[src/rtl/cam_frame_gen.sv]
// Synthetic 64x64 raster frame source: one frame per accepted START pulse,
// with FRAME_VALID/LINE_VALID framing and four selectable test patterns.
module cam_frame_gen #(
    parameter int WIDTH   = 64,
    parameter int HEIGHT  = 64,
    parameter int PRE_CYC = 4,
    parameter int HBLANK  = 16,
    parameter int DATA_W  = 8
) (
    input  logic              CLK,
    input  logic              RST,
    input  logic              START,
    input  logic [1:0]        MODE,
    output logic              FRAME_VALID,
    output logic              LINE_VALID,
    output logic [DATA_W-1:0] DATA,
    output logic [7:0]        X,
    output logic [7:0]        Y,
    output logic              BUSY,
    output logic              FRAME_END,
    output logic [7:0]        FRAME_CNT
);

    localparam logic [7:0] X_LAST   = 8'(WIDTH - 1);
    localparam logic [7:0] Y_LAST   = 8'(HEIGHT - 1);
    localparam logic [7:0] PRE_LOAD = 8'(PRE_CYC - 1);
    localparam logic [7:0] HBL_LOAD = 8'(HBLANK - 1);

    typedef enum logic [2:0] {
        S_IDLE,
        S_PRE,
        S_ACTIVE,
        S_HBL,
        S_DONE
    } state_t;

    state_t            state_q, state_d;
    logic [7:0]        cnt_q, cnt_d;
    logic [7:0]        x_q, x_d;
    logic [7:0]        y_q, y_d;
    logic [1:0]        mode_q, mode_d;
    logic [7:0]        frame_cnt_q, frame_cnt_d;
    logic              fv_q, fv_d;
    logic              lv_q, lv_d;
    logic [DATA_W-1:0] data_q, data_d;
    logic              busy_q, busy_d;
    logic              fe_q, fe_d;
    logic [7:0]        pat;

    always_comb begin
        state_d     = state_q;
        cnt_d       = cnt_q;
        x_d         = x_q;
        y_d         = y_q;
        mode_d      = mode_q;
        frame_cnt_d = frame_cnt_q;

        case (state_q)
            S_IDLE: begin
                if (START) begin
                    state_d = S_PRE;
                    mode_d  = MODE;
                    cnt_d   = PRE_LOAD;
                end
            end
            S_PRE: begin
                if (cnt_q == 8'd0) begin
                    state_d = S_ACTIVE;
                    x_d     = '0;
                    y_d     = '0;
                end else begin
                    cnt_d = cnt_q - 8'd1;
                end
            end
            S_ACTIVE: begin
                if (x_q == X_LAST) begin
                    if (y_q == Y_LAST) begin
                        state_d     = S_DONE;
                        frame_cnt_d = frame_cnt_q + 8'd1;
                    end else begin
                        state_d = S_HBL;
                        cnt_d   = HBL_LOAD;
                    end
                end else begin
                    x_d = x_q + 8'd1;
                end
            end
            S_HBL: begin
                if (cnt_q == 8'd0) begin
                    state_d = S_ACTIVE;
                    x_d     = '0;
                    y_d     = y_q + 8'd1;
                end else begin
                    cnt_d = cnt_q - 8'd1;
                end
            end
            S_DONE: begin
                state_d = S_IDLE;
            end
            default: begin
                state_d = S_IDLE;
            end
        endcase
    end

    // Outputs are derived from the next state so they line up with the state register.
    always_comb begin
        pat = '0;
        case (mode_d)
            2'd0:    pat = {x_d[5:0], 2'b00};
            2'd1:    pat = {y_d[5:0], 2'b00};
            2'd2:    pat = (x_d[3] ^ y_d[3]) ? 8'hFF : 8'h00;
            default: pat = x_d + y_d + frame_cnt_q;
        endcase

        fv_d   = (state_d == S_PRE) || (state_d == S_ACTIVE) || (state_d == S_HBL);
        lv_d   = (state_d == S_ACTIVE);
        busy_d = (state_d != S_IDLE);
        fe_d   = (state_d == S_DONE);
        data_d = lv_d ? DATA_W'(pat) : '0;
    end

    always_ff @(posedge CLK) begin
        if (RST) begin
            state_q     <= S_IDLE;
            cnt_q       <= '0;
            x_q         <= '0;
            y_q         <= '0;
            mode_q      <= '0;
            frame_cnt_q <= '0;
            fv_q        <= 1'b0;
            lv_q        <= 1'b0;
            data_q      <= '0;
            busy_q      <= 1'b0;
            fe_q        <= 1'b0;
        end else begin
            state_q     <= state_d;
            cnt_q       <= cnt_d;
            x_q         <= x_d;
            y_q         <= y_d;
            mode_q      <= mode_d;
            frame_cnt_q <= frame_cnt_d;
            fv_q        <= fv_d;
            lv_q        <= lv_d;
            data_q      <= data_d;
            busy_q      <= busy_d;
            fe_q        <= fe_d;
        end
    end

    assign FRAME_VALID = fv_q;
    assign LINE_VALID  = lv_q;
    assign DATA        = data_q;
    assign X           = x_q;
    assign Y           = y_q;
    assign BUSY        = busy_q;
    assign FRAME_END   = fe_q;
    assign FRAME_CNT   = frame_cnt_q;

endmodule

[config.mk]
export PLATFORM = sky130hd
export DESIGN_NAME = cam_frame_gen
export DESIGN_NICKNAME = d
export VERILOG_FILES = /design/src/rtl/cam_frame_gen.sv
export SDC_FILE = /design/constraint.sdc
export NUM_CORES = 1
export LEC_CHECK = 0
export CORE_MARGIN = 2
export CORE_UTILIZATION = 50
export DETAILED_ROUTE_END_ITERATION = 10
export PLACE_DENSITY_LB_ADDON = 0.1
export SLEW_MARGIN = 20
export SYNTH_ARGS = -nofsm -noshare
export SYNTH_HDL_FRONTEND = slang
export SYNTH_SLANG_ARGS = --single-unit
[constraint.sdc]
create_clock -name CLK -period 5.5 [get_ports CLK]
set_clock_uncertainty 0.15 [all_clocks]
set_input_delay 1.1 -clock CLK [delete_from_list [all_inputs] [get_ports CLK]]
set_output_delay 1.1 -clock CLK [all_outputs]
set_load 0.02 [all_outputs]
==> results.env <==
YOSYS.AREA_SHARE.XOR_XNOR_PCT=5.13
CTS_MAX_LEVEL=2
STATUS='finished, final reports clean'
WORST-PATH-MAX-FANOUT=5
RSZ_0062_RAISED_AFTER_GLOBAL_ROUTING='false'
SETUP_VIOL=0
GRT_OVERFLOW=0
ASYNC_FLOP_SHARE_PCT=0
TIMING.CRITICAL_PATH.TO_TYPE='register'
ROUTE.DETAILED.WL_PER_INST_UM=15.5
FILLCELLCOUNT=508
FIN_SETUP_TNS_NS=0
POST-ROUTE-PERIOD-UTIL_PCT=84.6
GRT_MAX_DEGREE=40
DRT-INITIAL-DRC-COUNT=115
TIMING.CRITICAL_PATH.CELLS='inv_1 > ha_1 > or4b_4 > nor2_1 > inv_1 > ha_1 > nor2b_1 > a21oi_1 > nor2_1 > a21oi_1 > inv_1 > fa_1 > ha_1 > fa_1 > a21o_1 > a21oi_1 > o21bai_1 > a21oi_1 > xnor2_1 > xnor2_1 > o22ai_2'
GLOBALPLACE.CONGESTION=0.887
POSTSYNTHAREAPERCELL_UM2=8.44
FINALHOLDVIOLCOUNT=0
SEQUENTIAL_SHARE_OF_THE_SYNTHESIZED_AREA_PCT=34.1
CLOCK_SINK_COUNT=49
SYNTH_FLOP_CELL='dfxtp_1'
CRIT_TOP_CELL='a21oi_1'
WORST_PATH_DOMINANT_CELL_FAMILY='adder cells'
WORSTSKEWPAIRLATENCY_NS=0.31
NETLIST_INSTANCES=341
TIMING.CRITICAL_PATH.BUF_INV=3
FINALWIRELENGTH_UM=6980
CLOCK_BUFFER_DEPTH=2
SYNTH_ENABLE_FLOP_CELLS=0
ANTENNA_FOUND_INITIAL=0
GLOBALROUTETOTALUTIL_PCT=23.0
PORT-BUFFER-COUNT=40
POSTSYNTHREGISTERBITS=49
TOTAL_NETS_AFTER_SYNTHESIS=365
VIA_COUNT_OF_THE_ROUTED_DESIGN=2573
SYNTHTOLAYOUTAREAGROWTH_PCT=20.0
NUM_ANTENNA_CELLS=0
FLOORPLAN.DIE.HEIGHT_UM=79.9
COUNT_OF_HOLD_BUFFERS_INSERTED_BY_POST_CTS_REPAIR=0
YS.WARNINGS.COUNT=0
DRC=0
POST_CTS_BUFFERS=0
FINALMAXSLEWVIOLATIONS=0
CLKSLEWWORSTSETUPHOLDPATHS_NS=0.10
DESIGN_POWER_TOTAL_W=0.000856
ANT_NETS=0
SETUP.WORST_PATH.START_CLASS='register'
TRITONCTS.NUM_BUFFERS=5
SYN-CELL-AREA_MM2=0.00288
CRIT_TYPE='register to register'
IOS=41
CLOCK_TREE.ROOT_CELL='clkbuf_8'
GRT_PASS1_VIAS=2377
DR.PASS1.ITERS=4
WORST_SLEW_PIN_SLEW_NS=0.656
SYNTH_TOP_FAMILY_BY_AREA='simple AND/OR/NAND/NOR gates'
WORST_PATH_MAX_DELAY_CELL='or4b_4'
DIE_AREA_MM2=0.00638
INITIAL_UTILIZATION_PCT=51.9
MIN-DELAY-PATH-CLASS='register to register'
YOSYS-MUX-AREA-FRACTION_PCT=3.00
TIMING.CRITICAL_PATH.REQUIRED_NS=5.54
VIA_PER_INST=5.71
TIMING.FINAL.WS_SETUP_NS=0.846
CELLLEAKAGEPOWER_nW=1.38
CRITPATHARRIVALTIME_NS=4.69
TRITONCTS='yes'
PLACE_WS_NS=0.908
POST-DP-HPWL_UM=5230
LAYOUT_MIN_CYCLE_TIME_NS=4.65
CORE-AREA_MM2=0.00554
FLOORPLAN.ROWS=27
FINAL_NETS=402
FMAX_ACHIEVED_GHz=0.215
FRACTION_OF_LAYOUT_CELLS_WITH_A_SIZE_SUFFIX_ABOVE_1_PCT=7.39
SYNTH-SIMPLE-AREA-SHARE_PCT=24.1
COMPLEX_GATE_FRACTION_OF_THE_SYNTHESIZED_AREA_PCT=18.3
SYNTH_ADDER_AREA_SHARE_PCT=10.3
POST_CTS_RESIZE_COUNT=0
DIE_X_UM=79.9
MAXCAPVIOLCOUNT=0
POWER.IR.VDD_WORST_uV=154
WIRE_LENGTH_OF_THE_FIRST_GLOBAL_ROUTING_PASS_UM=11400
POWER.DENSITY_mW_PER_MM2=248
TIMING.SLEW.HEADROOM_PCT=55.0
SYNTH.DISTINCT_CELLS=61
CRIT_PATH_MAX_INCR_DELAY_NS=0.53
## flip-flops by register name, indices dropped and copies added, names as in the netlist, 2 cells and up
name / cells
FRAME_CNT: 8
mode_q: 2
X: 8
Y: 8
cnt_q: 8
state_q: 3
DATA: 8
## worst reg2reg max path, stage by stage (launching register included)
cell and delay (ns):
dfxtp_1 0.36, inv_1 0.08, ha_1 0.22, or4b_4 0.53, nor2_1 0.21, inv_1 0.07
ha_1 0.27, nor2b_1 0.04, a21oi_1 0.12, nor2_1 0.05, a21oi_1 0.22, inv_1 0.10
fa_1 0.41, ha_1 0.22, fa_1 0.40, a21o_1 0.19, a21oi_1 0.22, o21bai_1 0.10
a21oi_1 0.18, xnor2_1 0.15, xnor2_1 0.15, o22ai_2 0.10
## per-stage QoR
stage | hold slack [ns] | cell area, µm² | util (%) | instances
2_1_floorplan | 0.312 | 2880 | - | 341
3_3_place_gp | 0.330 | 3330 | 60.2 | 443
3_5_place_dp | 0.336 | 3330 | 60.2 | 443
4_1_cts | 0.350 | 3450 | 62.4 | 451
5_1_grt | 0.389 | 3450 | 62.4 | 451
6_report | 0.350 | 3450 | 62.4 | 451
## placed cells by master, fill, tap and decap left out, types with 6 or more instances in the layout
cell             instances
clkbuf_8                 6
a21oi_1                 29
nand4_1                  9
ha_1                    11
xnor2_1                 10
nand2_1                 21
inv_1                   25
nor3_1                  11
fa_1                     8
a31oi_1                  7
nor2_1                  46
a21o_1                   7
o21ai_0                 11
clkdlybuf4s50_1         40
dfxtp_1                 49
nand3_1                  7
and3_1                   6
## cell type report
cell class                      instances  area, µm²  area share [%]
Multi-Input combinational cell        254       1750            50.7
Inverter                               26       97.6            2.83
Tap cell                               72       90.1            2.61
Clock buffer                            6       82.6            2.39
Sequential cell                        49        981            28.4
Timing Repair Buffer                   42        415            12.0
Clock inverter                          2       37.5            1.09
## final timing paths
check | from | endpoint | slack [ns] | depth (start not counted)
hold reg to reg | cnt_q[7] | cnt_q[7] | 0.35 | 2
setup reg to reg | cnt_q[0] | DATA[7] | 0.85 | 21
setup / recovery | cnt_q[0] | DATA[7] | 0.85 | 21
hold / removal | cnt_q[7] | cnt_q[7] | 0.35 | 2
## cells in the mapped netlist (all sizes together), types with 2 or more instances
cell	n	share of area, %
o31a	2	0.61
nor3	14	3.4
a221oi	2	0.83
or2	3	0.65
a31oi	7	1.5
a41oi	2	0.61
nor4b	3	1.7
or3b	2	0.61
a21o	7	1.8
inv	26	3.4
mux2i	6	2.2
buf	6	0.91
fa	8	5.6
a211oi	2	0.52
a21oi	29	5.0
a22oi	2	0.52
nand3	8	1.6
o21ai	16	2.8
nand4	9	2.0
and3	6	1.3
nor2b	3	0.65
dfxtp	49	34
nand2b	4	0.87
and2	2	0.43
xor2	5	1.5
nor2	47	6.2
mux2	2	0.78
clkbuf	6	0.78
xnor2	11	3.6
a32oi	2	0.61
ha	11	4.8
a21boi	2	0.52
nand2	22	3.0
or3	2	0.43
## layer usage
layer  part of all wire, %  track usage [%]  up-vias
met5                     0                0        -
met1                    46             30.6     1209
met3                   4.0             3.73       10
met2                    49             38.9       81
met4                   1.4             5.93        0
li1                      -                -     1273
## cells by family (layout without fill, tap and decap cells)
family | after synthesis | after routing
AOI/OAI and AO/OA | 82 | 82
and+or+nand+nor | 129 | 129
DFF | 49 | 49
muxes | 8 | 8
buffers and inverters | 38 | 76
xor gates and xnor gates | 16 | 16
adders and majority gates | 19 | 19
## report_power, final
part / total, W / switching [W] / internal (W) / leakage (nW)
combinational: 0.000190 / 0.000116 / 0.0000745 / 0.929
sequential: 0.000391 / 0.0000193 / 0.000372 / 0.397
clock: 0.000275 / 0.000127 / 0.000148 / 0.0574
total: 0.000856 / 0.000262 / 0.000594 / 1.38
(Power assumes the default switching activity.)
